File: src/rtl/ps2_key_pkg.sv
// Shared constants for the PS/2 game-key tracker: key indices, scan codes,
// event layout and the {expand, code} -> key index decoder.
package ps2_key_pkg;

    // Event word {repeat, make, key_idx[2:0]}
    localparam int unsigned EVT_W          = 5;
    localparam int unsigned EVT_REPEAT_BIT = 4;
    localparam int unsigned EVT_MAKE_BIT   = 3;
    localparam int unsigned EVT_IDX_LSB    = 0;
    localparam int unsigned EVT_IDX_W      = 3;

    // Key indices (bit positions in key_held)
    localparam logic [2:0] KEY_W     = 3'd0;
    localparam logic [2:0] KEY_A     = 3'd1;
    localparam logic [2:0] KEY_S     = 3'd2;
    localparam logic [2:0] KEY_D     = 3'd3;
    localparam logic [2:0] KEY_UP    = 3'd4;
    localparam logic [2:0] KEY_LEFT  = 3'd5;
    localparam logic [2:0] KEY_DOWN  = 3'd6;
    localparam logic [2:0] KEY_RIGHT = 3'd7;

    // Scan codes
    localparam logic [7:0] SC_W     = 8'h1D;
    localparam logic [7:0] SC_A     = 8'h1C;
    localparam logic [7:0] SC_S     = 8'h1B;
    localparam logic [7:0] SC_D     = 8'h23;
    localparam logic [7:0] SC_UP    = 8'h75;
    localparam logic [7:0] SC_LEFT  = 8'h6B;
    localparam logic [7:0] SC_DOWN  = 8'h72;
    localparam logic [7:0] SC_RIGHT = 8'h74;

    // Expand (E0) prefix flags
    localparam logic EXP_NONE = 1'b0;
    localparam logic EXP_E0   = 1'b1;

    typedef struct packed {
        logic       hit;
        logic [2:0] idx;
    } key_dec_t;

    // Expand bit must match exactly; anything else is unmapped
    function automatic key_dec_t decode_key(input logic expand, input logic [7:0] code);
        key_dec_t d;
        d.hit = 1'b1;
        d.idx = KEY_W;
        case ({expand, code})
            {EXP_NONE, SC_W}:     d.idx = KEY_W;
            {EXP_NONE, SC_A}:     d.idx = KEY_A;
            {EXP_NONE, SC_S}:     d.idx = KEY_S;
            {EXP_NONE, SC_D}:     d.idx = KEY_D;
            {EXP_E0,   SC_UP}:    d.idx = KEY_UP;
            {EXP_E0,   SC_LEFT}:  d.idx = KEY_LEFT;
            {EXP_E0,   SC_DOWN}:  d.idx = KEY_DOWN;
            {EXP_E0,   SC_RIGHT}: d.idx = KEY_RIGHT;
            default:              d.hit = 1'b0;
        endcase
        return d;
    endfunction

endpackage

File: src/rtl/key_evt_fifo.sv
// First-word-fall-through event FIFO with simultaneous read/write and a
// sticky overflow flag set whenever a write is dropped on full.
module key_evt_fifo #(
    parameter int unsigned DEPTH = 4,
    parameter int unsigned W     = 5
) (
    input  logic         clk,
    input  logic         rst_n,
    input  logic         wr_en,
    input  logic [W-1:0] wr_data,
    input  logic         rd_en,
    output logic [W-1:0] rd_data,
    output logic         empty,
    output logic         overflow,
    input  logic         ovf_clr
);

    localparam int unsigned AW = (DEPTH > 1) ? $clog2(DEPTH) : 1;
    localparam logic [AW:0] FULL_CNT = (AW+1)'(DEPTH);

    logic [W-1:0] mem [DEPTH];
    logic [AW-1:0] wr_ptr, rd_ptr;
    logic [AW:0]   count;
    logic          full, do_rd, do_wr, drop;

    assign empty = (count == '0);
    assign full  = (count == FULL_CNT);
    // A pop frees a slot in the same cycle, so a full FIFO still accepts a write
    assign do_rd = rd_en && !empty;
    assign do_wr = wr_en && (!full || do_rd);
    assign drop  = wr_en && full && !do_rd;
    assign rd_data = empty ? '0 : mem[rd_ptr];

    // Storage, pointers, occupancy and sticky overflow
    always_ff @(posedge clk or negedge rst_n) begin
        if (!rst_n) begin
            for (int unsigned i = 0; i < DEPTH; i++) mem[i] <= '0;
            wr_ptr   <= '0;
            rd_ptr   <= '0;
            count    <= '0;
            overflow <= 1'b0;
        end else begin
            if (do_wr) begin
                mem[wr_ptr] <= wr_data;
                wr_ptr      <= wr_ptr + AW'(1);
            end
            if (do_rd) rd_ptr <= rd_ptr + AW'(1);
            case ({do_wr, do_rd})
                2'b10:   count <= count + (AW+1)'(1);
                2'b01:   count <= count - (AW+1)'(1);
                default: count <= count;
            endcase
            if (drop)         overflow <= 1'b1;
            else if (ovf_clr) overflow <= 1'b0;
        end
    end

endmodule

File: src/rtl/ps2_key_tracker.sv
// Game-key tracker downstream of the PS/2 receiver: held-key bitmap,
// per-key press/release pulses and an event FIFO for the game FSM.
// Optional macro KEY_AUTOREPEAT_EN: typematic makes of a held key queue
// a repeat event {1,1,idx}; otherwise they are discarded.
module ps2_key_tracker
    import ps2_key_pkg::*;
#(
    parameter int unsigned FIFO_DEPTH = 4
) (
    input  logic             clk,
    input  logic             rst_n,
    input  logic [9:0]       kb_data,
    input  logic             kb_ready,
    output logic [7:0]       key_held,
    output logic [7:0]       key_press,
    output logic [7:0]       key_release,
    output logic             evt_valid,
    output logic [EVT_W-1:0] evt_data,
    input  logic             evt_rd,
    output logic             overflow,
    input  logic             ovf_clr
);

    key_dec_t         dec;
    logic [7:0]       held_nxt;
    logic             push;
    logic [EVT_W-1:0] push_evt;
    logic             fifo_empty;

    assign dec = decode_key(kb_data[9], kb_data[7:0]);

    // Decode one strobe into the next bitmap and at most one event
    always_comb begin
        held_nxt = key_held;
        push     = 1'b0;
        push_evt = '0;
        push_evt[EVT_IDX_LSB +: EVT_IDX_W] = dec.idx;
        if (kb_ready && dec.hit) begin
            if (!kb_data[8]) begin
                if (!key_held[dec.idx]) begin
                    held_nxt[dec.idx]      = 1'b1;
                    push                   = 1'b1;
                    push_evt[EVT_MAKE_BIT] = 1'b1;
                end else begin
`ifdef KEY_AUTOREPEAT_EN
                    push                     = 1'b1;
                    push_evt[EVT_MAKE_BIT]   = 1'b1;
                    push_evt[EVT_REPEAT_BIT] = 1'b1;
`endif
                end
            end else if (key_held[dec.idx]) begin
                held_nxt[dec.idx] = 1'b0;
                push              = 1'b1;
            end
        end
    end

    // Bitmap register; pulses are the edges of the bitmap update
    always_ff @(posedge clk or negedge rst_n) begin
        if (!rst_n) begin
            key_held    <= '0;
            key_press   <= '0;
            key_release <= '0;
        end else begin
            key_held    <= held_nxt;
            key_press   <= held_nxt & ~key_held;
            key_release <= ~held_nxt & key_held;
        end
    end

    key_evt_fifo #(
        .DEPTH (FIFO_DEPTH),
        .W     (EVT_W)
    ) u_fifo (
        .clk      (clk),
        .rst_n    (rst_n),
        .wr_en    (push),
        .wr_data  (push_evt),
        .rd_en    (evt_rd),
        .rd_data  (evt_data),
        .empty    (fifo_empty),
        .overflow (overflow),
        .ovf_clr  (ovf_clr)
    );

    assign evt_valid = !fifo_empty;

endmodule
File: config.mk
export PLATFORM = sky130hd
export DESIGN_NAME = ps2_key_tracker
export DESIGN_NICKNAME = d
export VERILOG_FILES = /design/src/rtl/ps2_key_pkg.sv /design/src/rtl/key_evt_fifo.sv /design/src/rtl/ps2_key_tracker.sv
export SDC_FILE = /design/constraint.sdc
export NUM_CORES = 1
export LEC_CHECK = 0
export BUFFER_PORTS_ARGS = -buffer_cell sky130_fd_sc_hd__buf_2
export CORE_MARGIN = 5
export CORE_UTILIZATION = 35
export DETAILED_ROUTE_END_ITERATION = 7
export PLACE_DENSITY = 0.62
export SYNTH_ARGS = -nofsm -noshare
export SYNTH_HDL_FRONTEND = slang
export SYNTH_SLANG_ARGS = --single-unit
File: constraint.sdc
create_clock -name clk -period 3.75 [get_ports clk]
set_input_delay 0.75 -clock clk [delete_from_list [all_inputs] [get_ports clk]]
set_output_delay 0.75 -clock clk [all_outputs]
set_load 0.05 [all_outputs]
* Word-level counts from Yosys, hierarchy flattened
Cells that the tools add are included.
** Operators by class
- $lt $le $gt $ge :: 5
- Mux-type cells :: 26
- Bitwise operators :: 9
- $add $sub $neg :: 4
- Equality and inequality tests :: 11
- Reduce and logical (&&, ||, !) cells :: 15
** Operators by type and width (number)
- $eq A9 B9 Y1 const B :: 4
- $mux W8 :: 4
- $eq A9 B5 Y1 const B :: 3
- $and A8 B8 Y8 :: 3
- $not A8 Y8 :: 3
- $pmux W3 S7 :: 1
- $bwmux W20 :: 1
- $mux W5 :: 4
- $mux W1 :: 11
- $bmux W5 S2 :: 1
- $demux W5 S2 :: 1
- $eq A9 B6 Y1 const B :: 1
- $or A8 B8 Y8 :: 1
- $reduce_or A8 Y1 :: 1
- $logic_and A1 B1 Y1 :: 7
- $ge A3 B3 Y1 const B :: 2
- $not A2 Y3 :: 2
- $pmux W3 S2 :: 1
- $add A2 B1 Y2 const B :: 2
- $lt A3 B4 Y1 const B :: 1
- $reduce_bool A2 Y1 :: 2
- $add A3 B1 Y3 const B :: 1
- $bmux W1 S3 :: 1
- $demux W1 S3 :: 1
- other kinds (9) :: 11
** Word-level totals
- Logic and storage cells :: 81
- Register bits :: 52
- Bits of input ports :: 15
- Output and inout port bits :: 31

* Logic depth before layout (Yosys ltp)
- Word-level depth :: 13
- Gate-level depth with buffers :: 14
- Mapped depth without buffers :: 13

* By module
A second synthesis with hierarchy kept.
** Second synthesis, totals
- Cells, all modules :: 228
- Area, all modules :: 2775.2 µm²
** Modules (own cells, without submodules)
- ps2_key_tracker :: area an instance 1421.4 µm², sequential area each 600.6 µm², times used 1, cells each 131
- key_evt_fifo :: area an instance 1353.8 µm², sequential area each 700.7 µm², times used 1, cells each 97

* Worst setup path after synthesis
OpenSTA, ideal clock, no wires.
- Path kind :: input to register
- From :: input port kb_data[4]
- To :: register u_fifo.count[2]
- Path buffers :: 0
- Arrival :: 3.812 ns
- Path slack :: -0.187 ns
- Required time :: 3.625 ns
- Stages on the path :: 13
- Path through :: or4b_4 > or3_4 > nand4_2 > o2111ai_4 > ha_1 > nor2_1 > nand2_2 > ha_1 > inv_1 > fa_1 > xor2_1 > nor2_1 > xor2_1
** On the way
- Word-level cells in the longest chain between the ends :: 10
- Elaborated cells between the ends (all ways) :: 23
- Those cells by class :: 10 x eq/ne; 9 x mux; 4 x reduce/logical
** Ends and longest elaborated chain
- from (decl) :: RTL line ps2_key_tracker.sv:12 : input logic [9:0] kb_data,
- $eq A9 B9 Y1 (tied with other cells) :: RTL line ps2_key_pkg.sv:46 : case ({expand, code})
- $pmux W3 S7 :: RTL line ps2_key_pkg.sv:46
- $bmux W1 S3 :: RTL line ps2_key_tracker.sv:40, ps2_key_tracker.sv:51
- $mux W1 (implied by the code) :: RTL line ps2_key_tracker.sv:40, ps2_key_tracker.sv:51
- $mux W1 (on tied branches) :: RTL line ps2_key_tracker.sv:40, ps2_key_tracker.sv:51
- $mux W1 :: RTL line ps2_key_tracker.sv:39 : if (!kb_data[8]) begin
- $mux W1 (*) :: RTL line ps2_key_tracker.sv:38 : if (kb_ready && dec.hit) begin
- $logic_and A1 B1 Y1 (*) :: RTL line key_evt_fifo.sv:30 : assign do_wr = wr_en && (!full || do_rd);
- $eq A2 B1 Y1 or $eq A2 B2 Y1 (tied branches) :: RTL line key_evt_fifo.sv:48 : case ({do_wr, do_rd})
- $pmux W3 S2 or $reduce_bool A2 Y1 (tied branches)
- to (signal assigned) :: RTL line key_evt_fifo.sv:49 : 2'b10: count <= count + (AW+1)'(1);
- to (signal assigned) :: RTL line key_evt_fifo.sv:50 : 2'b01: count <= count - (AW+1)'(1);
- to (signal assigned) :: RTL line key_evt_fifo.sv:51 : default: count <= count;
- to (decl) :: RTL line key_evt_fifo.sv:23 : logic [AW:0] count;
Mark *: on every way between the ends. The rest lies on a longest branch, timed or not. The select of a mux whose other input is x is not followed.
A chain may end at the register's enable or synchronous reset.

* Worst setup path after layout
Same ends and word-level chain as after synthesis.

==> impl_metrics.json <==
{
  "netlist_area_mm2": 0.00253,
  "insertion_delay_ns": 0.30,
  "synth-seq-area-share_pct": 47.4,
  "antenna_left": 0,
  "drive_above_1_share_pct": 33.6,
  "final.period_utilization_pct": 90.4,
  "fp-row-count": 31,
  "mappedNetlistNets": 232,
  "antenna-diode-count": 0,
  "cts_root_buf": "clkbuf_8",
  "seqPwrFrac_pct": 47.1,
  "synthArstFlopShare_pct": 100,
  "viasPerCell": 5.05,
  "reg2reg_from": "key_held[4]$_DFF_PN0_",
  "switching_share_pct": 28.4,
  "drv_slew": 0,
  "syn2layout_area_growth_pct": 19.5,
  "fmax_mhz": 295,
  "grt_max_degree": 49,
  "fin_tns_setup_ns": 0,
  "post_drt_wl_per_cell_um": 15.3,
  "synth_seq_cells": 48,
  "p_leak_nw": 1.51,
  "path_class": "in -> reg",
  "die_w_um": 95.1,
  "r2r-end": "u_fifo.count[2]$_DFFE_PN0P_",
  "synth-edff-count": 0,
  "portBuffers": 44,
  "place_hpwl_um": 4100,
  "max-cap-violations": 0,
  "hold_path.class": "reg -> reg",
  "rsz0062_at_grt": "no",
  "rr_worst_depth": 12,
  "core_mm2": 0.00714,
  "combPwrFrac_pct": 18.6,
  "status": "finished clean",
  "peakVddDrop_mv": 0.189,
  "synth.avg_cell_area_um2": 12.1,
  "grt.busiest_layer": "met2",
  "first_global_vias": 1720,
  "clk_pin_slew_ns": 0.08,
  "cts_buffers": 5,
  "nets": 284,
  "htree_levels": 2,
  "power.density_mw_per_mm2": 422,
  "boundaryPins": 46,
  "critPathMaxFanout": 6,
  "grt_util_met2_pct": 20.1,
  "ys_types": 52,
  "worst-endpoint-required_ns": 3.97,
  "r2r_setup_slack_ns": 1.01,
  "power_switching_uw": 363,
  "critPathArrivalTime_ns": 3.61,
  "worst_slew_pin_slew_ns": 1.04,
  "slew_headroom_pct": 30.9,
  "fin_skew_ns": 0.0133,
  "use_met3_pct": 2.92,
  "setup_viol": 0,
  "dr.pass1.iters": 4,
  "vias": 1824,
  "clockBufferDepth": 2,
  "cts_tree": "yes",
  "cts_sinks": 48,
  "die_h_um": 95.1,
  "track_usage_pct": 12.9,
  "final_cell_mix": "dfrtp_1, buf_2, inv_1, nand2_1",
  "worstSetupStartpoint": "kb_data[4]",
  "place.gp.congestion": 0.845,
  "p_int_uw": 916,
  "overflow": 0,
  "drt-total-wl_um": 5520,
  "drt_iter0_markers": 166,
  "start_kind": "input pin",
  "setup_ws_ns": 0.361,
  "grt_antenna_before_repair": 0,
  "use_met1_pct": 17.7,
  "n_fill_cell": 687,
  "fin_crit_ns": 3.39,
  "p_clk_share_pct": 34.3,
  "grt_pass1_wl_um": 8930,
  "place_ws_ns": 0.0368,
  "syn-instance-count": 210,
  "start_util_pct": 35.5,
  "postCtsSetupRepairBufs": 0,
  "hold_violations": 0,
  "ctsHoldBuffers": 0,
  "endpoint": "u_fifo.count[2]$_DFFE_PN0P_",
  "layout_commonest_cell": "dfrtp_1",
  "yosys_warnings": 0,
  "hold_ws_ns": 0.488,
  "drc": 0,
  "synthFlopType": "dfrtp_1",
  "cts_resized": 0,
  "dieArea_mm2": 0.00904,
  "endpoint_kind": "flop"
}
-- state kept, by name (all words and copies together) (netlist names) --
| name | count |
|---|---|
| u_fifo.count | 3 |
| key_release | 8 |
| key_held | 8 |
| key_press | 8 |
| u_fifo.overflow | 1 |
| u_fifo.rd_ptr | 2 |
| u_fifo.wr_ptr | 2 |
| u_fifo.mem | 16 |
-- kinds of logic after synthesis --
logic type      after synthesis  synth area share (%)
flops                        48                  47.4
fa+ha+maj                     7                  3.75
xor+xnor                      6                  2.08
simple gates                 80                  21.6
buf+inv                      16                  2.67
compound gates               28                  8.65
mux                          24                  13.7
other cells                   1                 0.148
-- power groups by stage --
stage / Sequential, mW / Combinational (mW) / Clock, mW
global placement: 0.612 / 0.237 / 0
floorplan: 0.594 / 0.184 / 0
CTS: 0.602 / 0.241 / 0.448
finish: 0.602 / 0.238 / 0.439
global route: 0.609 / 0.266 / 0.465
detailed placement: 0.612 / 0.238 / 0
-- area by class of cell --
class                   instances  area (um^2)  share of cell area [%]
clock buffers                   5         68.8                    2.27
inverters                      11         41.3                    1.36
repair buffers                 50          265                    8.76
clock inverters                 2         60.1                    1.98
multi-input cells             146         1270                    41.8
flip-flops and latches         48         1200                    39.7
well taps                      99          124                    4.09
-- cells in the mapped netlist, drive strengths merged, types with 2 or more instances --
| master | n | area share [%] |
|---|---|---|
| a21oi | 6 | 1.2 |
| a31oi | 6 | 1.5 |
| and2 | 8 | 2.0 |
| and3 | 9 | 2.2 |
| buf | 2 | 0.59 |
| clkbuf | 3 | 0.44 |
| dfrtp | 48 | 47 |
| ha | 6 | 3.0 |
| inv | 11 | 1.6 |
| mux2 | 18 | 9.3 |
| mux2i | 2 | 0.79 |
| mux4 | 4 | 3.6 |
| nand2 | 12 | 2.0 |
| nand3 | 10 | 4.2 |
| nand4 | 2 | 0.74 |
| nand4b | 2 | 0.69 |
| nor2 | 10 | 1.5 |
| nor3 | 6 | 1.6 |
| nor3b | 7 | 2.1 |
| nor4 | 3 | 0.74 |
| o2111ai | 2 | 1.4 |
| o21ai | 6 | 1.2 |
| o31ai | 2 | 0.79 |
| o32ai | 2 | 0.69 |
| or3 | 3 | 1.1 |
| xnor2 | 3 | 1.0 |
| xor2 | 3 | 1.0 |
-- worst min-delay path by stage --
| stage | startpoint | endpoint | cells after the start |
|---|---|---|---|
| 3_3_place_gp | u_fifo.mem[8]$_DFFE_PN0P_ | u_fifo.mem[8]$_DFFE_PN0P_ | 1 |
| 3_5_place_dp | u_fifo.count[2]$_DFFE_PN0P_ | u_fifo.count[2]$_DFFE_PN0P_ | 1 |
| 6_report | u_fifo.count[2]$_DFFE_PN0P_ | u_fifo.count[2]$_DFFE_PN0P_ | 1 |
| 4_1_cts | u_fifo.count[2]$_DFFE_PN0P_ | u_fifo.count[2]$_DFFE_PN0P_ | 1 |
| 2_1_floorplan | rst_n | key_held[0]$_DFF_PN0_ | 0 |
| 5_1_grt | u_fifo.count[2]$_DFFE_PN0P_ | u_fifo.count[2]$_DFFE_PN0P_ | 1 |
-- stage by stage --
step	utilization, %	instance area, um^2	instances	total power, mW
after floorplan	-	2530	210	0.778
after global placement	40.6	2900	354	0.849
after detailed placement	40.6	2900	354	0.850
after CTS	42.4	3030	361	1.29
after global routing	42.4	3030	361	1.34
final	42.4	3030	361	1.28
-- critical path: stages --
cell and delay, ns:
buf_2 0.13, or4b_4 0.54, or3_4 0.37, nand4_2 0.13
o2111ai_4 0.12, ha_1 0.37, nor2_2 0.06, nand2_2 0.12
ha_1 0.19, inv_1 0.06, fa_1 0.37, xor2_1 0.15
nor2_1 0.11, xor2_1 0.14
-- layer usage --
layer  wire [um]  vias to the layer above
met5           0                        -
met4          97                        0
met3         336                        8
met2        2560                       56
met1        2530                      895
li1            -                      865
Power figures use the tool's default switching activity.
